$ cat src/rtl/spi_rx_capture.sv
// spi_rx_capture: receive side of the SPI link, downstream of the SPI master.
// Oversamples sclk/sdo/cs in the clk_i domain, deserialises MSB-first words,
// and buffers completed words in a first-word-fall-through FIFO with a
// valid/ready read port. Sticky flags report dropped words (overflow) and
// frames that end with a partial word (frame error).
module spi_rx_capture #(
    parameter int DATA_W      = 16,
    parameter int FIFO_DEPTH  = 4,
    parameter int SYNC_STAGES = 2
) (
    input  logic                            clk_i,
    input  logic                            rst_i,
    input  logic                            spi_sclk,
    input  logic                            spi_sdo,
    input  logic                            spi_cs,
    output logic [DATA_W-1:0]               rx_data_o,
    output logic                            rx_valid_o,
    input  logic                            rx_ready_i,
    output logic [$clog2(FIFO_DEPTH):0]     fifo_count_o,
    output logic                            busy_o,
    output logic                            overflow_o,
    output logic                            frame_err_o,
    input  logic                            clr_err_i
);

    localparam int PTR_W  = $clog2(FIFO_DEPTH);
    localparam int CNT_W  = $clog2(DATA_W);
    localparam int FILL_W = $clog2(SYNC_STAGES + 1);

    typedef enum logic [1:0] {
        WAIT_CS = 2'd0,
        IDLE    = 2'd1,
        SHIFT   = 2'd2
    } state_t;

    // ------------------------------------------------------------------
    // Input synchronisers and edge detect
    // ------------------------------------------------------------------
    logic [SYNC_STAGES-1:0] sclk_sync_r;
    logic [SYNC_STAGES-1:0] cs_sync_r;
    logic [SYNC_STAGES-1:0] sdo_sync_r;
    logic                   sclk_prev_r;
    logic [FILL_W-1:0]      fill_r;

    logic sclk_s;
    logic cs_s;
    logic sdo_s;
    logic rise_s;
    logic sync_ready_s;

    // Equal-length synchronisers keep sclk, cs and sdo mutually aligned.
    always_ff @(posedge clk_i) begin
        if (rst_i) begin
            sclk_sync_r <= {SYNC_STAGES{1'b0}};
            cs_sync_r   <= {SYNC_STAGES{1'b1}};
            sdo_sync_r  <= {SYNC_STAGES{1'b0}};
        end else begin
            sclk_sync_r <= {sclk_sync_r[SYNC_STAGES-2:0], spi_sclk};
            cs_sync_r   <= {cs_sync_r[SYNC_STAGES-2:0], spi_cs};
            sdo_sync_r  <= {sdo_sync_r[SYNC_STAGES-2:0], spi_sdo};
        end
    end

    // Previous synced sclk, for rising-edge detection.
    always_ff @(posedge clk_i) begin
        if (rst_i) begin
            sclk_prev_r <= 1'b0;
        end else begin
            sclk_prev_r <= sclk_s;
        end
    end

    // Counts cycles since reset until the synchronisers hold real pin samples;
    // the reset-loaded idle values must not be taken as "cs went high".
    always_ff @(posedge clk_i) begin
        if (rst_i) begin
            fill_r <= {FILL_W{1'b0}};
        end else if (fill_r != FILL_W'(SYNC_STAGES)) begin
            fill_r <= fill_r + FILL_W'(1);
        end else begin
            fill_r <= fill_r;
        end
    end

    // Synced views of the pins and the decoded sclk rise.
    always_comb begin
        sclk_s       = sclk_sync_r[SYNC_STAGES-1];
        cs_s         = cs_sync_r[SYNC_STAGES-1];
        sdo_s        = sdo_sync_r[SYNC_STAGES-1];
        rise_s       = sclk_s & ~sclk_prev_r;
        sync_ready_s = (fill_r == FILL_W'(SYNC_STAGES));
    end

    // ------------------------------------------------------------------
    // Deserialiser FSM
    // ------------------------------------------------------------------
    state_t              state_r;
    logic [CNT_W-1:0]    bit_cnt_r;
    logic [DATA_W-1:0]   shift_r;
    logic [DATA_W-1:0]   word_r;
    logic                push_r;
    logic                busy_r;

    logic [DATA_W-1:0]   shifted_s;
    logic                last_bit_s;
    logic                frame_evt_s;

    // Next shift value, last-bit decode and truncated-frame event.
    always_comb begin
        shifted_s   = {shift_r[DATA_W-2:0], sdo_s};
        last_bit_s  = (bit_cnt_r == CNT_W'(DATA_W - 1));
        frame_evt_s = 1'b0;
        if ((state_r == SHIFT) && cs_s && (bit_cnt_r != {CNT_W{1'b0}})) begin
            frame_evt_s = 1'b1;
        end else begin
            frame_evt_s = 1'b0;
        end
    end

    // Frame tracking and bit assembly; a completed word is handed to the
    // FIFO one cycle later through word_r/push_r. cs high beats a rise.
    always_ff @(posedge clk_i) begin
        if (rst_i) begin
            state_r   <= WAIT_CS;
            bit_cnt_r <= {CNT_W{1'b0}};
            shift_r   <= {DATA_W{1'b0}};
            word_r    <= {DATA_W{1'b0}};
            push_r    <= 1'b0;
            busy_r    <= 1'b0;
        end else begin
            push_r <= 1'b0;
            case (state_r)
                WAIT_CS: begin
                    if (sync_ready_s && cs_s) begin
                        state_r <= IDLE;
                    end else begin
                        state_r <= WAIT_CS;
                    end
                    busy_r <= 1'b0;
                end
                IDLE: begin
                    if (!cs_s) begin
                        state_r   <= SHIFT;
                        bit_cnt_r <= {CNT_W{1'b0}};
                        shift_r   <= {DATA_W{1'b0}};
                        busy_r    <= 1'b1;
                    end else begin
                        state_r <= IDLE;
                        busy_r  <= 1'b0;
                    end
                end
                SHIFT: begin
                    if (cs_s) begin
                        state_r   <= IDLE;
                        bit_cnt_r <= {CNT_W{1'b0}};
                        shift_r   <= {DATA_W{1'b0}};
                        busy_r    <= 1'b0;
                    end else if (rise_s) begin
                        shift_r <= shifted_s;
                        if (last_bit_s) begin
                            word_r    <= shifted_s;
                            push_r    <= 1'b1;
                            bit_cnt_r <= {CNT_W{1'b0}};
                        end else begin
                            bit_cnt_r <= bit_cnt_r + CNT_W'(1);
                        end
                    end else begin
                        state_r <= SHIFT;
                    end
                end
                default: begin
                    state_r   <= WAIT_CS;
                    bit_cnt_r <= {CNT_W{1'b0}};
                    busy_r    <= 1'b0;
                end
            endcase
        end
    end

    // ------------------------------------------------------------------
    // Word FIFO (first-word fall-through)
    // ------------------------------------------------------------------
    logic [DATA_W-1:0] mem_r [FIFO_DEPTH];
    logic [PTR_W-1:0]  wr_ptr_r;
    logic [PTR_W-1:0]  rd_ptr_r;
    logic [PTR_W:0]    count_r;
    logic              valid_r;

    logic              full_s;
    logic              pop_s;
    logic              wr_en_s;
    logic              ovf_evt_s;
    logic [PTR_W:0]    count_nxt_s;

    // Push/pop qualification. When full, a same-cycle pop frees the slot
    // the push lands in, so both proceed and nothing is dropped.
    always_comb begin
        full_s      = (count_r == (PTR_W+1)'(FIFO_DEPTH));
        pop_s       = rx_ready_i && valid_r;
        wr_en_s     = push_r && (!full_s || pop_s);
        ovf_evt_s   = push_r && full_s && !pop_s;
        count_nxt_s = count_r;
        case ({wr_en_s, pop_s})
            2'b10:   count_nxt_s = count_r + (PTR_W+1)'(1);
            2'b01:   count_nxt_s = count_r - (PTR_W+1)'(1);
            default: count_nxt_s = count_r;
        endcase
    end

    // FIFO storage, pointers and occupancy; pointers wrap modulo depth.
    always_ff @(posedge clk_i) begin
        if (rst_i) begin
            for (int i = 0; i < FIFO_DEPTH; i++) begin
                mem_r[i] <= {DATA_W{1'b0}};
            end
            wr_ptr_r <= {PTR_W{1'b0}};
            rd_ptr_r <= {PTR_W{1'b0}};
            count_r  <= {(PTR_W+1){1'b0}};
            valid_r  <= 1'b0;
        end else begin
            if (wr_en_s) begin
                mem_r[wr_ptr_r] <= word_r;
                wr_ptr_r        <= wr_ptr_r + PTR_W'(1);
            end else begin
                wr_ptr_r <= wr_ptr_r;
            end
            if (pop_s) begin
                rd_ptr_r <= rd_ptr_r + PTR_W'(1);
            end else begin
                rd_ptr_r <= rd_ptr_r;
            end
            count_r <= count_nxt_s;
            valid_r <= (count_nxt_s != {(PTR_W+1){1'b0}});
        end
    end

    // ------------------------------------------------------------------
    // Sticky error flags
    // ------------------------------------------------------------------
    logic overflow_r;
    logic frame_err_r;

    // Sticky flags; a new event in the same cycle as clear wins.
    always_ff @(posedge clk_i) begin
        if (rst_i) begin
            overflow_r  <= 1'b0;
            frame_err_r <= 1'b0;
        end else begin
            if (ovf_evt_s) begin
                overflow_r <= 1'b1;
            end else if (clr_err_i) begin
                overflow_r <= 1'b0;
            end else begin
                overflow_r <= overflow_r;
            end
            if (frame_evt_s) begin
                frame_err_r <= 1'b1;
            end else if (clr_err_i) begin
                frame_err_r <= 1'b0;
            end else begin
                frame_err_r <= frame_err_r;
            end
        end
    end

    assign rx_data_o    = mem_r[rd_ptr_r];
    assign rx_valid_o   = valid_r;
    assign fifo_count_o = count_r;
    assign busy_o       = busy_r;
    assign overflow_o   = overflow_r;
    assign frame_err_o  = frame_err_r;

endmodule
$ cat config.mk
export PLATFORM = sky130hd
export DESIGN_NAME = spi_rx_capture
export DESIGN_NICKNAME = d
export VERILOG_FILES = /design/src/rtl/spi_rx_capture.sv
export SDC_FILE = /design/constraint.sdc
export NUM_CORES = 1
export LEC_CHECK = 0
export BUFFER_PORTS_ARGS = -buffer_cell sky130_fd_sc_hd__buf_2
export CAP_MARGIN = 20
export CORE_ASPECT_RATIO = 0.8
export CORE_MARGIN = 8
export CORE_UTILIZATION = 25
export CTS_BUF_LIST = sky130_fd_sc_hd__clkbuf_8
export DETAILED_ROUTE_END_ITERATION = 6
export GPL_TIMING_DRIVEN = 0
export HOLD_SLACK_MARGIN = 0.02
export SYNTH_ARGS = -nofsm -noshare
export SYNTH_HDL_FRONTEND = slang
export SYNTH_SLANG_ARGS = --single-unit
$ cat constraint.sdc
create_clock -name clk_i -period 5.7 [get_ports clk_i]
set_clock_uncertainty 0.1 [all_clocks]
set_input_delay 0.57 -clock clk_i [delete_from_list [all_inputs] [get_ports clk_i]]
set_output_delay 0.57 -clock clk_i [all_outputs]
set_load 0.01 [all_outputs]
# After elaboration in Yosys (flattened, before gate mapping)
# Memories as Yosys holds them, arrays and structs flattened. A register that Yosys moved wholly into a read port is not among the register bits.
# Index checks and enable logic that the tools add are counted.
[classes]
addsub = 6
multipliers = 0
n_div = 0
order_cmp = 0
n_eq_ne = 12
shift = 0
mux = 33
bitwise = 6
reduce_logical = 21
[ops]
columns = ["operator", "count"]
rows = [
  ["15-bit 2-to-1 mux", 3],
  ["15-bit one-hot mux with 2 select lines", 1],
  ["16-bit 2-to-1 mux", 1],
  ["4-bit 2-to-1 mux", 4],
  ["16-bit OR reduction", 1],
  ["1-bit 2-to-1 mux", 14],
  ["2-bit 2-to-1 mux", 6],
  ["4-bit one-hot mux with 3 select lines", 1],
  ["1-bit logical AND", 7],
  ["2-bit by 1-bit adder with 2-bit output, second input constant", 3],
  ["2-bit == test, second input constant", 3],
  ["2-bit != test, second input constant", 3],
  ["3-bit != test, second input constant", 2],
  ["2-bit one-hot mux with 3 select lines", 1],
  ["3-bit one-hot mux with 2 select lines", 1],
  ["3-bit AND reduction", 2],
  ["2-bit nonzero test", 3],
  ["1-bit NOT", 5],
  ["4-bit by 1-bit adder with 4-bit output, second input constant", 1],
  ["2-bit by 1-bit == test with 1-bit output, second input constant", 2],
  ["4-bit == test, second input constant", 1],
  ["4-bit AND reduction", 1],
  ["4-bit nonzero test", 1],
  ["4-bit OR reduction", 1],
  ["9 further kinds", 10],
]
[word_totals]
register_bits = 58
latchBits = 0
ram_bits = 64
mem_bits_ro = 0
input_bits = 7
output_inout_bits = 23
wordCells = 96
n_memories = 1
[memory_table]
columns = ["memory", "words", "width", "read_ports", "rd_clocked_by_memory_dff", "write_ports", "line", "source"]
rows = [
  ["mem_r", 4, 16, 1, 1, 4, "183", "logic [DATA_W-1:0] mem_r [FIFO_DEPTH];"],
]

# Depth between registers and ports, before layout
[depth]
depth_word = 9
ltp_mapped = 8
mapped_depth_nobuf = 6

# Worst setup path before layout
# No wires, ideal clock.
[synth_timing]
kind = "in2reg"
start = "in rx_ready_i"
end = "mem mem_r[2][0], enable pin"
t_arrival_ns = 1.729
path_slack_ns = 3.479
path_stages = 3
path_buffers = 0
path_cell_list = "and2_1 -> o21ai_4 -> o21bai_1"
[synth_lines]
columns = ["element", "line", "source"]
rows = [
  ["from (decl)", "18", "input logic rx_ready_i,"],
  ["to (decl)", "183", ""],
]

==> impl_metrics.toml <==
[critical_path]
rrSetupSlack_ns = 3.49
slowest_stage = "clkbuf_1"
crit_chain = "clkbuf_1 > clkbuf_1 > mux4_2 > buf_2"
required_ns = 5.03
reg2reg_depth = 4
crit_fanout = 10
endpoint_kind = "primary output"
worstSetupPathType = "flop to primary output"
worstPathArrival_ns = 2.25
rr_startpoint = "wr_ptr_r[0]$_SDFFE_PP0P_"
crit_top_cell = "clkbuf_1"
crit_path_start_kind = "flop"
slowest_delay_ns = 0.55

[clocking]
clockRootBuffer = "clkbuf_8"
cts_buffer_depth = 2
cts.sinks = 124
worst_skew_pair.late_latency_ns = 0.42
clk_pin_slew_ns = 0.08
cts_tree = "yes"
cts_resized = 0
htree_levels = 4
cts_buffers = 17
ctsHoldBuffers = 0
postCtsSetupBuffers = 0

[yosys]
synth-main-ff-cell = "edfxtp_1"
synthArstFlopShare_pct = 0
synth_area_leader_cell = "edfxtp_1"
post_synth.cell_area_avg_um2 = 12.8
synth.most_common_cell = "edfxtp_1"
ys_warn_count = 0
synth_seq_area_share_pct = 61.1
synth.top_cells.by_count = "edfxtp_1 (64), dfxtp_1 (60), nor2_1 (50)"
post-synth-top-area-fraction_pct = 37.6
synth_area_leaders = "edfxtp_1 (38%), dfxtp_1 (24%), mux4_2 (7.1%), and2_1 (6.0%), nor2_1 (3.7%)"
synth_edf_count = 64
synth_area_mm2 = 0.00511
ys_types = 49
syn_inst = 399
ys_seq_elements = 124
synth_nets = 414

[floorplanning]
row_count = 46
start_util_pct = 25.7
coreArea_mm2 = 0.0199
io_pins = 30
die_area_mm2 = 0.0253
die_h_um = 144
die_w_um = 176

[sta]
finalSetupViolations = 0
hold_violations = 0
fmax_mhz = 343
tns_ns = 0
fin_crit_ns = 2.92
setup_slack_ns = 2.78
slew_headroom_pct = 42.8
rsz0062_at_grt = "false"
post-route-period-util_pct = 51.1
worstMarginPinSlew_ns = 0.859
final-max-slew-violation-count = 0

[final_layout]
fill_cells = 2059
ff_latch_area_mm2 = 0.00312
diodes = 0
final_cells = 725
area_growth_pct = 17.9
multiInputGateArea_mm2 = 0.00185
nets = 463
drive_above_1_share_pct = 21.3

[power]
total_power_mw = 2.04
power_density_mw_per_mm2 = 339
p_leak_nw = 2.21
vdd_ir_drop_max_v = 0.000154

[hold_path]
hold_path.class = "input port to flop"
hold_depth = 2
min_from = "spi_cs"

[global_route]
grt_pass1_wl_mm = 17.1
grt_pass1_vias = 3252
grt_util_all_layers_pct = 8.91
grt_max_degree = 17
antenna_found_initial = 0
grt-ovfl-total = 0

[placement]
post-place-ws_ns = 2.77
io_buffers = 29
globalplace.congestion = 0.774
place_inst = 693
hpwl_mm = 7.57

[detailed_routing]
wire_per_inst_um = 14.9
dr_total_vias = 3151
wirelength_mm = 10.8
via_per_inst = 4.35
antenna_left = 0
drt_iter0_markers = 216
first_pass_iters = 4
drc = 0

[flow_run]
max_cap_violations = 0

[status]
outcome = "finished, final reports clean"
where the power goes:
| part | internal, mW | switching [mW] | leakage (nW) |
|---|---|---|---|
| Sequential | 0.975 | 0.0217 | 1.13 |
| Clock | 0.440 | 0.371 | 0.210 |
| Combinational | 0.0999 | 0.131 | 0.866 |
| Total | 1.52 | 0.524 | 2.21 |
state kept, by name (all words and copies together), names as in the netlist, named ones only:
register / cells
busy_o: 1
rx_valid_o: 1
sdo_sync_r: 2
word_r: 16
wr_ptr_r: 2
fill_r: 2
state_r: 2
sclk_sync_r: 2
push_r: 1
mem_r: 64
frame_err_o: 1
cs_sync_r: 2
shift_r: 15
sclk_prev_r: 1
bit_cnt_r: 4
overflow_o: 1
rd_ptr_r: 2
fifo_count_o: 3
final cells by class:
class | count | share of cell area, %
sequential | 124 | 51.9
multi-input combinational | 242 | 30.7
tap | 264 | 5.49
clock buffer | 17 | 3.89
clock inverter | 15 | 3.05
timing repair buffer | 30 | 2.66
buffer | 22 | 1.68
inverter | 11 | 0.686
final timing paths:
check / end
min reg2reg: cs_sync_r[1]$_SDFF_PP1_
min: cs_sync_r[0]$_SDFF_PP1_
max reg2reg: mem_r[1][13]$_SDFFCE_PN0P_
max: rx_data_o[14]
placed cells by master, fill, tap and decap left out, types with 2 or more instances in the layout:
cell type	count
nand2b_1	2
mux4_2	16
xnor2_1	3
clkbuf_8	17
nor3_1	3
edfxtp_1	64
a21oi_1	11
xor2_1	2
nor3b_1	3
nor2b_1	7
and2_1	49
inv_6	7
clkbuf_1	11
and3_1	16
nor2_1	50
ha_1	7
dfxtp_1	60
o21a_1	2
a22oi_1	15
a211oi_1	2
o21ai_0	3
buf_2	35
inv_1	12
bufinv_16	3
or2_2	4
a31o_2	2
nand2_1	6
mux2i_1	18
buf_1	3
clkinvlp_4	2
critical path, delay by kind of cell, from the launching register on:
family	cells	cell delay, ns
mux	1	0.43
flops	1	0.31
buf+inv	3	1.07
routing by layer:
metal  GRT usage (%)  share of wire (%)
met1            11.6                 49
met5               0                  0
met4            4.36                1.2
met2            13.5                 44
met3            2.36                5.4
through the flow:
step | area (um2) | hold WS, ns | utilization [%]
floorplan | 5110 | 0.289 | -
global placement | 5590 | 0.296 | 28.0
detailed placement | 5600 | 0.299 | 28.1
CTS | 6020 | 0.209 | 30.2
global route | 6020 | 0.218 | 30.2
finish | 6020 | 0.236 | 30.2
cell families (layout without fill, tap and decap cells):
| family | after synthesis | count (layout) | share of synthesized area, % |
|---|---|---|---|
| flops | 124 | 124 | 61.1 |
| buf+inv | 33 | 95 | 2.79 |
| mux | 34 | 34 | 10.6 |
| fa+ha+maj | 8 | 8 | 2.11 |
| compound gates | 44 | 44 | 6.10 |
| xor+xnor | 5 | 5 | 0.857 |
| simple gates | 151 | 151 | 16.5 |
Power figures use the tool's default switching activity.
